### src/rtl/gcd_stream_ctrl.sv
// Stream front-end for an external GCD core: queues operand pairs, short-circuits
// trivial pairs, issues the rest to the core and returns results with a timeout flag.
module gcd_stream_ctrl #(
   parameter int NBits   = 16,
   parameter int DEPTH   = 4,
   parameter int TIMEOUT = 64
) (
   input  logic             clk,
   input  logic             rst,
   input  logic             in_valid,
   output logic             in_ready,
   input  logic [NBits-1:0] in_x,
   input  logic [NBits-1:0] in_y,
   output logic             gcd_start,
   output logic [NBits-1:0] gcd_xi,
   output logic [NBits-1:0] gcd_yi,
   input  logic             gcd_rdy,
   input  logic [NBits-1:0] gcd_xo,
   output logic             out_valid,
   input  logic             out_ready,
   output logic [NBits-1:0] out_gcd,
   output logic [NBits-1:0] out_x,
   output logic [NBits-1:0] out_y,
   output logic             out_err,
   output logic             busy
);

   localparam int PW = (DEPTH > 1) ? $clog2(DEPTH) : 1;
   localparam int CW = $clog2(TIMEOUT + 1);

   typedef enum logic [1:0] {IDLE, ISSUE, WAIT, OUT} state_t;

   logic [NBits-1:0] mem_x [DEPTH];
   logic [NBits-1:0] mem_y [DEPTH];
   logic [PW-1:0]    wr_ptr_reg, rd_ptr_reg;
   logic [PW:0]      count_reg, count_next;
   logic             full, empty, push, pop;
   logic [NBits-1:0] head_x, head_y;

   state_t           state_reg, state_next;
   logic [NBits-1:0] x_reg, x_next, y_reg, y_next;
   logic [NBits-1:0] gcd_reg, gcd_next;
   logic             err_reg, err_next;
   logic [CW-1:0]    cnt_reg, cnt_next, cnt_inc;
   logic             rdy_q_reg, done;

   assign full   = (count_reg == (PW+1)'(DEPTH));
   assign empty  = (count_reg == '0);
   assign push   = in_valid && !full;
   assign pop    = (state_reg == IDLE) && !empty;
   assign head_x = mem_x[rd_ptr_reg];
   assign head_y = mem_y[rd_ptr_reg];

   always_ff @(posedge clk) begin
      if (push) begin
         mem_x[wr_ptr_reg] <= in_x;
         mem_y[wr_ptr_reg] <= in_y;
      end
   end

   always_comb begin
      count_next = count_reg;
      if (push && !pop)
         count_next = count_reg + 1'b1;
      else if (pop && !push)
         count_next = count_reg - 1'b1;
   end

   // Only a fresh rising edge of the core's ready counts as completion.
   assign done    = (state_reg == WAIT) && gcd_rdy && !rdy_q_reg;
   assign cnt_inc = cnt_reg + CW'(1);

   always_comb begin
      state_next = state_reg;
      x_next     = x_reg;
      y_next     = y_reg;
      gcd_next   = gcd_reg;
      err_next   = err_reg;
      cnt_next   = cnt_reg;
      case (state_reg)
         IDLE: begin
            if (!empty) begin
               x_next = head_x;
               y_next = head_y;
               if (head_x == '0 || head_y == '0) begin
                  gcd_next   = head_x + head_y;
                  err_next   = 1'b0;
                  state_next = OUT;
               end else if (head_x == head_y) begin
                  gcd_next   = head_x;
                  err_next   = 1'b0;
                  state_next = OUT;
               end else begin
                  state_next = ISSUE;
               end
            end
         end
         ISSUE: begin
            cnt_next   = '0;
            state_next = WAIT;
         end
         WAIT: begin
            if (done) begin
               gcd_next   = gcd_xo;
               err_next   = 1'b0;
               state_next = OUT;
            end else if (cnt_inc == CW'(TIMEOUT)) begin
               gcd_next   = '0;
               err_next   = 1'b1;
               state_next = OUT;
            end else begin
               cnt_next = cnt_inc;
            end
         end
         OUT: begin
            if (out_ready)
               state_next = IDLE;
         end
         default: state_next = IDLE;
      endcase
   end

   always_ff @(posedge clk) begin
      if (rst) begin
         state_reg  <= IDLE;
         wr_ptr_reg <= '0;
         rd_ptr_reg <= '0;
         count_reg  <= '0;
         x_reg      <= '0;
         y_reg      <= '0;
         gcd_reg    <= '0;
         err_reg    <= 1'b0;
         cnt_reg    <= '0;
         rdy_q_reg  <= 1'b0;
      end else begin
         state_reg  <= state_next;
         count_reg  <= count_next;
         x_reg      <= x_next;
         y_reg      <= y_next;
         gcd_reg    <= gcd_next;
         err_reg    <= err_next;
         cnt_reg    <= cnt_next;
         rdy_q_reg  <= gcd_rdy;
         if (push)
            wr_ptr_reg <= wr_ptr_reg + 1'b1;
         if (pop)
            rd_ptr_reg <= rd_ptr_reg + 1'b1;
      end
   end

   assign in_ready  = !full;
   assign gcd_start = (state_reg == ISSUE);
   assign gcd_xi    = (state_reg == ISSUE || state_reg == WAIT) ? x_reg : '0;
   assign gcd_yi    = (state_reg == ISSUE || state_reg == WAIT) ? y_reg : '0;
   assign out_valid = (state_reg == OUT);
   assign out_gcd   = gcd_reg;
   assign out_x     = x_reg;
   assign out_y     = y_reg;
   assign out_err   = err_reg;
   assign busy      = (state_reg != IDLE) || !empty;

endmodule
### config.mk
export PLATFORM = sky130hd
export DESIGN_NAME = gcd_stream_ctrl
export DESIGN_NICKNAME = d
export VERILOG_FILES = /design/src/rtl/gcd_stream_ctrl.sv
export SDC_FILE = /design/constraint.sdc
export NUM_CORES = 1
export LEC_CHECK = 0
export ABC_AREA = 1
export CAP_MARGIN = 5
export CORE_MARGIN = 2
export CORE_UTILIZATION = 45
export CTS_CLUSTER_SIZE = 30
export DETAILED_ROUTE_END_ITERATION = 16
export PLACE_DENSITY = 0.78
export SLEW_MARGIN = 20
export SYNTH_ARGS = -nofsm -noshare
export SYNTH_HDL_FRONTEND = slang
export SYNTH_SLANG_ARGS = --single-unit
### constraint.sdc
create_clock -name clk -period 7.1 [get_ports clk]
set_input_delay 1.065 -clock clk [delete_from_list [all_inputs] [get_ports clk]]
set_output_delay 1.065 -clock clk [all_outputs]
set_load 0.02 [all_outputs]
## Yosys cells after proc, flatten, opt, wreduce, memory -nomap -nowiden

Memories as Yosys holds them, arrays and structs flattened. A register that Yosys moved wholly into a read port is not among the register bits.
Cells that the tools add are included.

| storage, ports and cells | value |
|---|---|
| memories kept | 2 |
| register bits | 66 |
| logic and storage cells | 89 |
| bits in writable memories | 128 |
| output and inout bits | 85 |

| cells by class | value |
|---|---|
| add/subtract/negate cells | 6 |
| bitwise gates (word level) | 1 |
| eq/ne operators | 12 |
| multiplexer cells | 32 |
| reductions and logical operators | 26 |

Memories:

| name | depth | width | rd ports | clocked after memory_dff | wr ports | RTL line | text |
|---|---|---|---|---|---|---|---|
| mem_x | 4 | 16 | 1 | 1 | 1 | 33 | `logic [NBits-1:0] mem_x [DEPTH];` |
| mem_y | 4 | 16 | 1 | 1 | 1 | 34 | `logic [NBits-1:0] mem_y [DEPTH];` |

Operators by type and width:

| kind | number |
|---|---|
| two-way mux 16 bit | 7 |
| logical NOT 16 bit | 2 |
| case mux 16 bit (2 select lines) | 1 |
| two-way mux 2 bit | 10 |
| adder 16 bit | 1 |
| == test 16 bit | 1 |
| two-way mux 7 bit | 2 |
| case mux 7 bit (2 select lines) | 1 |
| case mux 2 bit (4 select lines) | 1 |
| nonzero test 2 bit | 4 |
| adder 7 x 1 -> 7 bit, second input constant | 1 |
| == test 7 bit, second input constant | 1 |
| two-way mux 1 bit | 7 |
| logical AND 1 bit | 6 |
| two-way mux 3 bit | 2 |
| inequality test 2 bit, second input constant | 3 |
| AND reduction 3 bit | 2 |
| logical NOT 1 bit | 5 |
| adder 2 x 1 -> 2 bit, second input constant | 2 |
| == test 2 bit, second input constant | 2 |
| AND reduction 4 bit | 1 |
| adder 3 x 1 -> 3 bit, second input constant | 1 |
| == test 3 bit, second input constant | 1 |
| logical NOT 3 bit | 1 |
| other kinds (10) | 12 |

## Logic depth before layout (Yosys ltp)

Gate-level depths: netlist of run 1.

| logic depth | value |
|---|---|
| depth after elaboration | 7 |
| gate-level depth with buffers | 22 |
| mapped depth without buffers | 21 |

## Worst setup path after synthesis of run 1

Ideal clock, no wire load.

| timing | value |
|---|---|
| path type | input -> register |
| start point | in in_valid |
| end point | mem mem_x[0][0], enable pin |
| arrival time | 2.597 ns |
| slack | 4.082 ns |
| stages on the path | 2 |
| path through | nand2_1 nor2_1 |

| on the way | value |
|---|---|
| word-level cells in the longest chain between the ends | 3 |

RTL lines:

| item | RTL line | text |
|---|---|---|
| from (decl) | 10 | `input logic in_valid,` |
| logical AND 1 bit | 49 | `assign push = in_valid && !full;` |
| two-way mux 1 bit | 55 | `if (push) begin` |
| two-way mux 1 bit (implied by the code) | 56 | `mem_x[wr_ptr_reg] <= in_x;` |
| to (decl) | 33 |  |

Every way passes these cells.

## Worst setup path in the final report of run 1

| timing | value |
|---|---|
| start point | reg state_reg[0] |
| end point | out gcd_yi[13] |

| on the way | value |
|---|---|
| word-level cells in the longest chain between the ends | 3 |

RTL lines:

| item | RTL line | text |
|---|---|---|
| from (decl) | 40 | `state_t state_reg, state_next;` |
| from (signal assigned) | 136 | `state_reg <= state_next;` |
| == test 2 x 1 -> 1 bit / == test 2 bit (equally long branches) | 154 | `assign gcd_yi = (state_reg == ISSUE \|\| state_reg == WAIT) ? y_reg : '0;` |
| logical OR 1 bit * | 154 |  |
| two-way mux 16 bit * | 154 |  |
| to (decl) | 16 | `output logic [NBits-1:0] gcd_yi,` |

Mark *: on every way between the ends. The rest lies on a longest branch, timed or not.

==> impl_metrics.env, run 1 <==
export IMPL_status="complete, but fails checks"
export IMPL_violations="design-rule violations"
export IMPL_seqPwrFrac_pct=27.8
export IMPL_seqCellArea_mm2=0.00521
export IMPL_synth_main_ff_cell="edfxtp_1"
export IMPL_ctsRootBufferMaster="clkbuf_16"
export IMPL_synth_area_top_cells="edfxtp_1 (40%), dfxtp_1 (14%), nand2_1 (13%)"
export IMPL_clockPowerShare_pct=16.4
export IMPL_synth_fp_nets=1208
export IMPL_place_gp_congestion=0.872
export IMPL_setup_viol=0
export IMPL_initial_core_util_pct=45.7
export IMPL_numPortBuffers=137
export IMPL_yosysUniqueCellTypes=33
export IMPL_synthesis_area_mm2=0.00958
export IMPL_multiInputGateArea_mm2=0.00361
export IMPL_postCtsSetupRepairBufs=0
export IMPL_fin_nets=1323
export IMPL_cts_resized=0
export IMPL_synth_edf_count=128
export IMPL_powerDensity_mw_per_mm2=492
export IMPL_cp_required_ns=6.03
export IMPL_combPwrFrac_pct=55.8
export IMPL_setup_slack_ns=3.22
export IMPL_rsz0062_at_grt="false"
export IMPL_antenna_cells=0
export IMPL_first_global_vias=7529
export IMPL_dieArea_mm2=0.0225
export IMPL_slew_violations=0
export IMPL_overflow=0
export IMPL_netlist_instances=1127
export IMPL_vias=7785
export IMPL_h_tree_depth=4
export IMPL_drive_above_1_share_pct=6.61
export IMPL_die_w_um=150
export IMPL_cts_tree="yes"
export IMPL_firstDrtPassIters=11
export IMPL_cts_num_sinks=196
export IMPL_antenna_left=0
export IMPL_r2r_end="out_gcd[12]"
export IMPL_critical_path_arrival_ns=2.81
export IMPL_synth_top_area_share_pct=40.1
export IMPL_fin_crit_sh_pct=54.6
export IMPL_io_pins=138
export IMPL_drc=2
export IMPL_hp_class="reg2reg"
export IMPL_yosysSeqAreaShare_pct=54.4
export IMPL_critical_path_max_fanout=19
export IMPL_rows=53
export IMPL_cts_hold_buffers=0
export IMPL_hold_violations=0
export IMPL_finish_instance_area_mm2=0.0117
export IMPL_nFillCells=1922
export IMPL_ys_async_sr_fraction_pct=0
export IMPL_wl_per_cell_um=15.2
export IMPL_worst_r2r_cell_count=15
export IMPL_whs_path_depth=2
export IMPL_critPathCaptureType="output port"
export IMPL_p_leak_nw=5.11
export IMPL_yosysMostFrequentCell="nand2_1"
export IMPL_critPathTopFamily="buffers and inverters"
export IMPL_top_regs="mem_x (64), mem_y (64)"
export IMPL_worstSetupPathType="reg2out"
export IMPL_max_stage_delay_ns=0.79
export IMPL_cp_slowest_cell="ha_1"
export IMPL_yosys_area_top_type="edfxtp_1"
export IMPL_antenna_found_initial=0
export IMPL_hpwlAfterDp_um=15600
export IMPL_net_switching_power_w=0.00265
export IMPL_yosys_top_cells_count="nand2_1 (335), edfxtp_1 (128), inv_1 (124)"
export IMPL_grt_pass1_wl_um=37300
export IMPL_switching_share_pct=46.2
export IMPL_vdd_drop_max_v=0.000236
export IMPL_syn2layout_area_growth_pct=21.9
export IMPL_coreArea_mm2=0.0210
export IMPL_drtIter0Drc=605
export IMPL_fp_dieH_um=150
export IMPL_cp_cell_sequence="inv_1, ha_1, buf_4, nand2_1, inv_1, clkdlybuf4s50_1"
export IMPL_critPathBufInv=4
export IMPL_yosysWarnings=0
export IMPL_clk_latency_ns=0.43
export IMPL_clkSlewWorstSetupHoldPaths_ns=0.07
export IMPL_cts_buffers=17
export IMPL_period_needed_ns=3.88
export IMPL_slew_headroom_pct=38.3
export IMPL_hold_path_startpoint="rd_ptr_reg[1]"
export IMPL_clk_path_buf_depth=2
export IMPL_min_to="rd_ptr_reg[1]"
export IMPL_skew_ns=0.0125
export IMPL_finalSetupTns_ns=0
export IMPL_totalWireLength_um=23200
export IMPL_pre_cts_ws_ns=3.39
export IMPL_via_per_inst=5.09
export IMPL_cp_common_cell="inv_1"
export IMPL_r2r_slack_ns=3.51
export IMPL_grt_max_degree=69
export IMPL_ys_seq_elements=196
export IMPL_place_area_mm2=0.0111
export IMPL_worstMarginPinSlew_ns=0.924
export IMPL_cp_start_kind="register"
export IMPL_syn_area_per_cell_um2=8.50
export IMPL_p_int_w=0.00309
export IMPL_grt_usage_pct=21.3
export IMPL_cap_viol_max_count=0
export IMPL_fmax_mhz=258
## kinds of logic after synthesis
kind of cell | count (synthesis) | share of synthesized area, %
adder cells (fa/ha/maj) | 28 | 3.82
XOR/XNOR | 11 | 1.01
flip-flops | 196 | 54.4
AO/OA/AOI/OAI | 119 | 6.44
buffers and inverters | 181 | 8.04
AND/OR/NAND/NOR | 592 | 26.3
## area by class of cell
type | instances | share of cell area [%]
sequential | 196 | 44.6
inverter | 132 | 4.25
clock inverter | 14 | 1.35
timing repair buffer | 145 | 12.3
multi-input combinational | 750 | 30.9
clock buffer | 18 | 3.68
tap | 275 | 2.95
## power groups by stage
stage / clock (W) / combinational (W) / sequential (W)
2_1_floorplan: 0 / 0.00208 / 0.00175
3_3_place_gp: 0 / 0.00313 / 0.00161
3_5_place_dp: 0 / 0.00318 / 0.00162
4_1_cts: 0.000957 / 0.00320 / 0.00160
5_1_grt: 0.00100 / 0.00359 / 0.00162
6_report: 0.000943 / 0.00321 / 0.00159
## metrics by stage
| step | util, % | instances | total power, W | hold slack, ns |
|---|---|---|---|---|
| 2_1_floorplan | - | 1127 | 0.00383 | 0.436 |
| 4_1_cts | 55.7 | 1530 | 0.00576 | 0.484 |
| 6_report | 55.7 | 1530 | 0.00574 | 0.487 |
| 5_1_grt | 55.7 | 1530 | 0.00622 | 0.506 |
| 3_3_place_gp | 52.9 | 1498 | 0.00474 | 0.454 |
| 3_5_place_dp | 52.9 | 1498 | 0.00480 | 0.467 |
## layer usage
| layer | vias to the layer above | wire, um | GRT usage (%) |
|---|---|---|---|
| met5 | - | 0 | 0 |
| met4 | 0 | 546 | 8.07 |
| met3 | 41 | 1420 | 4.85 |
| met2 | 241 | 11200 | 35.1 |
| met1 | 3615 | 10000 | 27.2 |
| li1 | 3888 | - | - |
## worst max path at each step
stage,cells after the start,slack [ns],startpoint,endpoint
after global routing,6,3.05,state_reg[0],gcd_yi[7]
final,6,3.22,state_reg[0],gcd_yi[13]
after floorplan,2,4.08,in_valid,mem_x[0][0]
after detailed placement,9,3.39,gcd_rdy,out_gcd[14]
after global placement,9,3.45,gcd_rdy,out_gcd[12]
after CTS,6,3.15,state_reg[0],gcd_yi[13]
## cell usage in the layout, fill, tap and decap left out, types with 3 or more instances in the layout
| master | count |
|---|---|
| nand3_1 | 99 |
| or2_2 | 4 |
| clkdlybuf4s50_1 | 137 |
| nor2_2 | 5 |
| nand4_1 | 17 |
| a21oi_1 | 66 |
| xor2_1 | 10 |
| o21ai_0 | 48 |
| inv_6 | 4 |
| clkbuf_16 | 17 |
| nor3_1 | 5 |
| nand2_2 | 17 |
| nand2_1 | 335 |
| nor2_1 | 99 |
| ha_1 | 26 |
| clkinv_2 | 3 |
| inv_8 | 3 |
| buf_4 | 8 |
| edfxtp_1 | 128 |
| inv_2 | 8 |
| nand3b_1 | 3 |
| dfxtp_1 | 67 |
| inv_1 | 123 |
## worst min-delay path, cell delays in order, from the launching register on
cell and delay [ns]:
dfxtp_1 0.30, inv_1 0.06, a21oi_1 0.07
Power figures use the tool's default switching activity.
==> run 2, diff against run 1 <==
Settings changed: PLACE_DENSITY 0.78 to 0.81.
Clock period 7.1 ns to 3.5 ns, I/O delays scaled along.
==> impl_metrics.env, run 2 (synthesized netlist as in run 1, its figures left out) <==
export IMPL_cts_tree="yes"
export IMPL_grt_usage_pct=21.5
export IMPL_nFillCells=1885
export IMPL_antenna_found_initial=0
export IMPL_drc=0
export IMPL_cap_viol_max_count=0
export IMPL_cp_start_kind="register"
export IMPL_fin_crit_sh_pct=86.0
export IMPL_place_gp_congestion=0.898
export IMPL_worstMarginPinSlew_ns=0.698
export IMPL_totalWireLength_um=23600
export IMPL_met3_length_um=1720
export IMPL_setup_slack_ns=0.490
export IMPL_drive_above_1_share_pct=6.89
export IMPL_grt_pass1_wl_um=37500
export IMPL_antenna_left=0
export IMPL_hpwlAfterDp_um=16300
export IMPL_pre_cts_ws_ns=0.531
export IMPL_h_tree_depth=4
export IMPL_status="complete, no violations"
export IMPL_numPortBuffers=137
export IMPL_skew_ns=0.0157
export IMPL_worstSetupStartpoint="state_reg[0]"
export IMPL_place_area_mm2=0.0112
export IMPL_top_regs="mem_x (64), mem_y (64)"
export IMPL_r2r_end="out_gcd[15]"
export IMPL_cts_hold_buffers=0
export IMPL_fp_dieH_um=150
export IMPL_finish_instance_area_mm2=0.0117
export IMPL_clk_path_buf_depth=2
export IMPL_first_global_vias=7580
export IMPL_via_per_inst=5.10
export IMPL_ctsRootBufferMaster="clkbuf_16"
export IMPL_cts_buffers=17
export IMPL_final_cell_mix="nand2_1 (335), clkdlybuf4s50_1 (137), edfxtp_1 (128)"
export IMPL_clkSlewWorstSetupHoldPaths_ns=0.07
export IMPL_hold_violations=0
export IMPL_setup_viol=0
export IMPL_grt_max_degree=69
export IMPL_cp_required_ns=2.97
export IMPL_worstSetupEndpoint="gcd_yi[6]"
export IMPL_cts_num_sinks=196
export IMPL_drt_met1_wl_um=9800
export IMPL_slew_headroom_pct=53.4
export IMPL_final_common_cell="nand2_1"
export IMPL_initial_core_util_pct=45.7
export IMPL_hp_class="reg2reg"
export IMPL_top_layer_used="met4"
export IMPL_cp_slowest_cell="clkdlybuf4s50_1"
export IMPL_period_needed_ns=3.01
export IMPL_rsz0062_at_grt="false"
export IMPL_syn2layout_area_growth_pct=22.2
export IMPL_coreArea_mm2=0.0210
export IMPL_critical_path_arrival_ns=2.48
export IMPL_p_leak_nw=5.13
export IMPL_die_w_um=150
export IMPL_worst_r2r_cell_count=18
export IMPL_antenna_cells=0
export IMPL_cts_resized=0
export IMPL_fmax_mhz=332
export IMPL_cp_cell_sequence="inv_1, ha_1, buf_12, nand2_1, inv_1, clkdlybuf4s50_1"
export IMPL_worstSetupPathType="reg2out"
export IMPL_fin_nets=1330
export IMPL_critPathCaptureType="output port"
export IMPL_slew_violations=0
export IMPL_r2r_slack_ns=0.50
export IMPL_drtIter0Drc=685
export IMPL_critical_path_max_fanout=22
export IMPL_clk_latency_ns=0.43
export IMPL_overflow=0
export IMPL_firstDrtPassIters=5
export IMPL_dieArea_mm2=0.0225
export IMPL_rows=53
export IMPL_vdd_drop_max_v=0.000469
export IMPL_postCtsSetupRepairBufs=0
export IMPL_wl_per_cell_um=15.4
export IMPL_vias=7836
export IMPL_wl_met2_um=11600
export IMPL_max_stage_delay_ns=0.60
export IMPL_finalSetupTns_ns=0
export IMPL_cp_common_cell="inv_1"
export IMPL_powerDensity_mw_per_mm2=998
export IMPL_io_pins=138
run 2: final cells by class:
type / count / area (um^2) / area share (%)
repair buffers: 152 / 1500 / 12.8
multi-input cells: 750 / 3610 / 30.9
clock buffers: 23 / 478 / 4.08
inverters: 132 / 495 / 4.23
well taps: 275 / 344 / 2.94
flip-flops and latches: 196 / 5210 / 44.5
clock inverters: 9 / 72.6 / 0.620
run 2: how the worst min path moves through the flow:
stage                       start            end  cells past startpoint
detailed placement  rd_ptr_reg[1]       register                      2
floorplan           rd_ptr_reg[1]       register                      2
global route           cnt_reg[6]     cnt_reg[6]                      2
global placement    rd_ptr_reg[1]       register                      2
finish              rd_ptr_reg[1]  rd_ptr_reg[1]                      2
CTS                 rd_ptr_reg[1]  rd_ptr_reg[1]                      2
run 2: metrics by stage:
step	hold slack, ns	total power, W	util, %	cells
floorplan	0.436	0.00777	-	1127
global placement	0.447	0.00970	53.2	1505
detailed placement	0.466	0.00982	53.2	1505
CTS	0.477	0.0117	55.9	1537
global route	0.507	0.0126	55.9	1537
finish	0.480	0.0117	55.9	1537
run 2: routing by layer:
layer | track usage [%] | up-vias
li1 | - | 3888
met3 | 4.30 | 43
met2 | 36.1 | 288
met1 | 27.2 | 3617
met5 | 0 | -
met4 | 8.63 | 0
run 2: report_power, final:
part | switching (W) | internal, W | leakage [nW] | total, W
logic | 0.00426 | 0.00235 | 3.13 | 0.00660
registers | 0.000288 | 0.00295 | 1.73 | 0.00324
clock network | 0.000852 | 0.000979 | 0.270 | 0.00183
total | 0.00540 | 0.00628 | 5.13 | 0.0117
run 2: worst max-delay path, delay by kind of cell (launching register included):
family        cells  cell delay, ns
flops             1            0.38
simple gates      1            0.11
fa+ha+maj         1            0.57
buf+inv           4            0.98
==> run 3, diff against run 2 <==
Settings changed: CTS_CLUSTER_SIZE 30 to 28, SKIP_CTS_REPAIR_TIMING set to 1, SLEW_MARGIN 20 to unset.
==> results of run 3 <==
The final DEF is identical to that of run 2; final timing and power are the same.
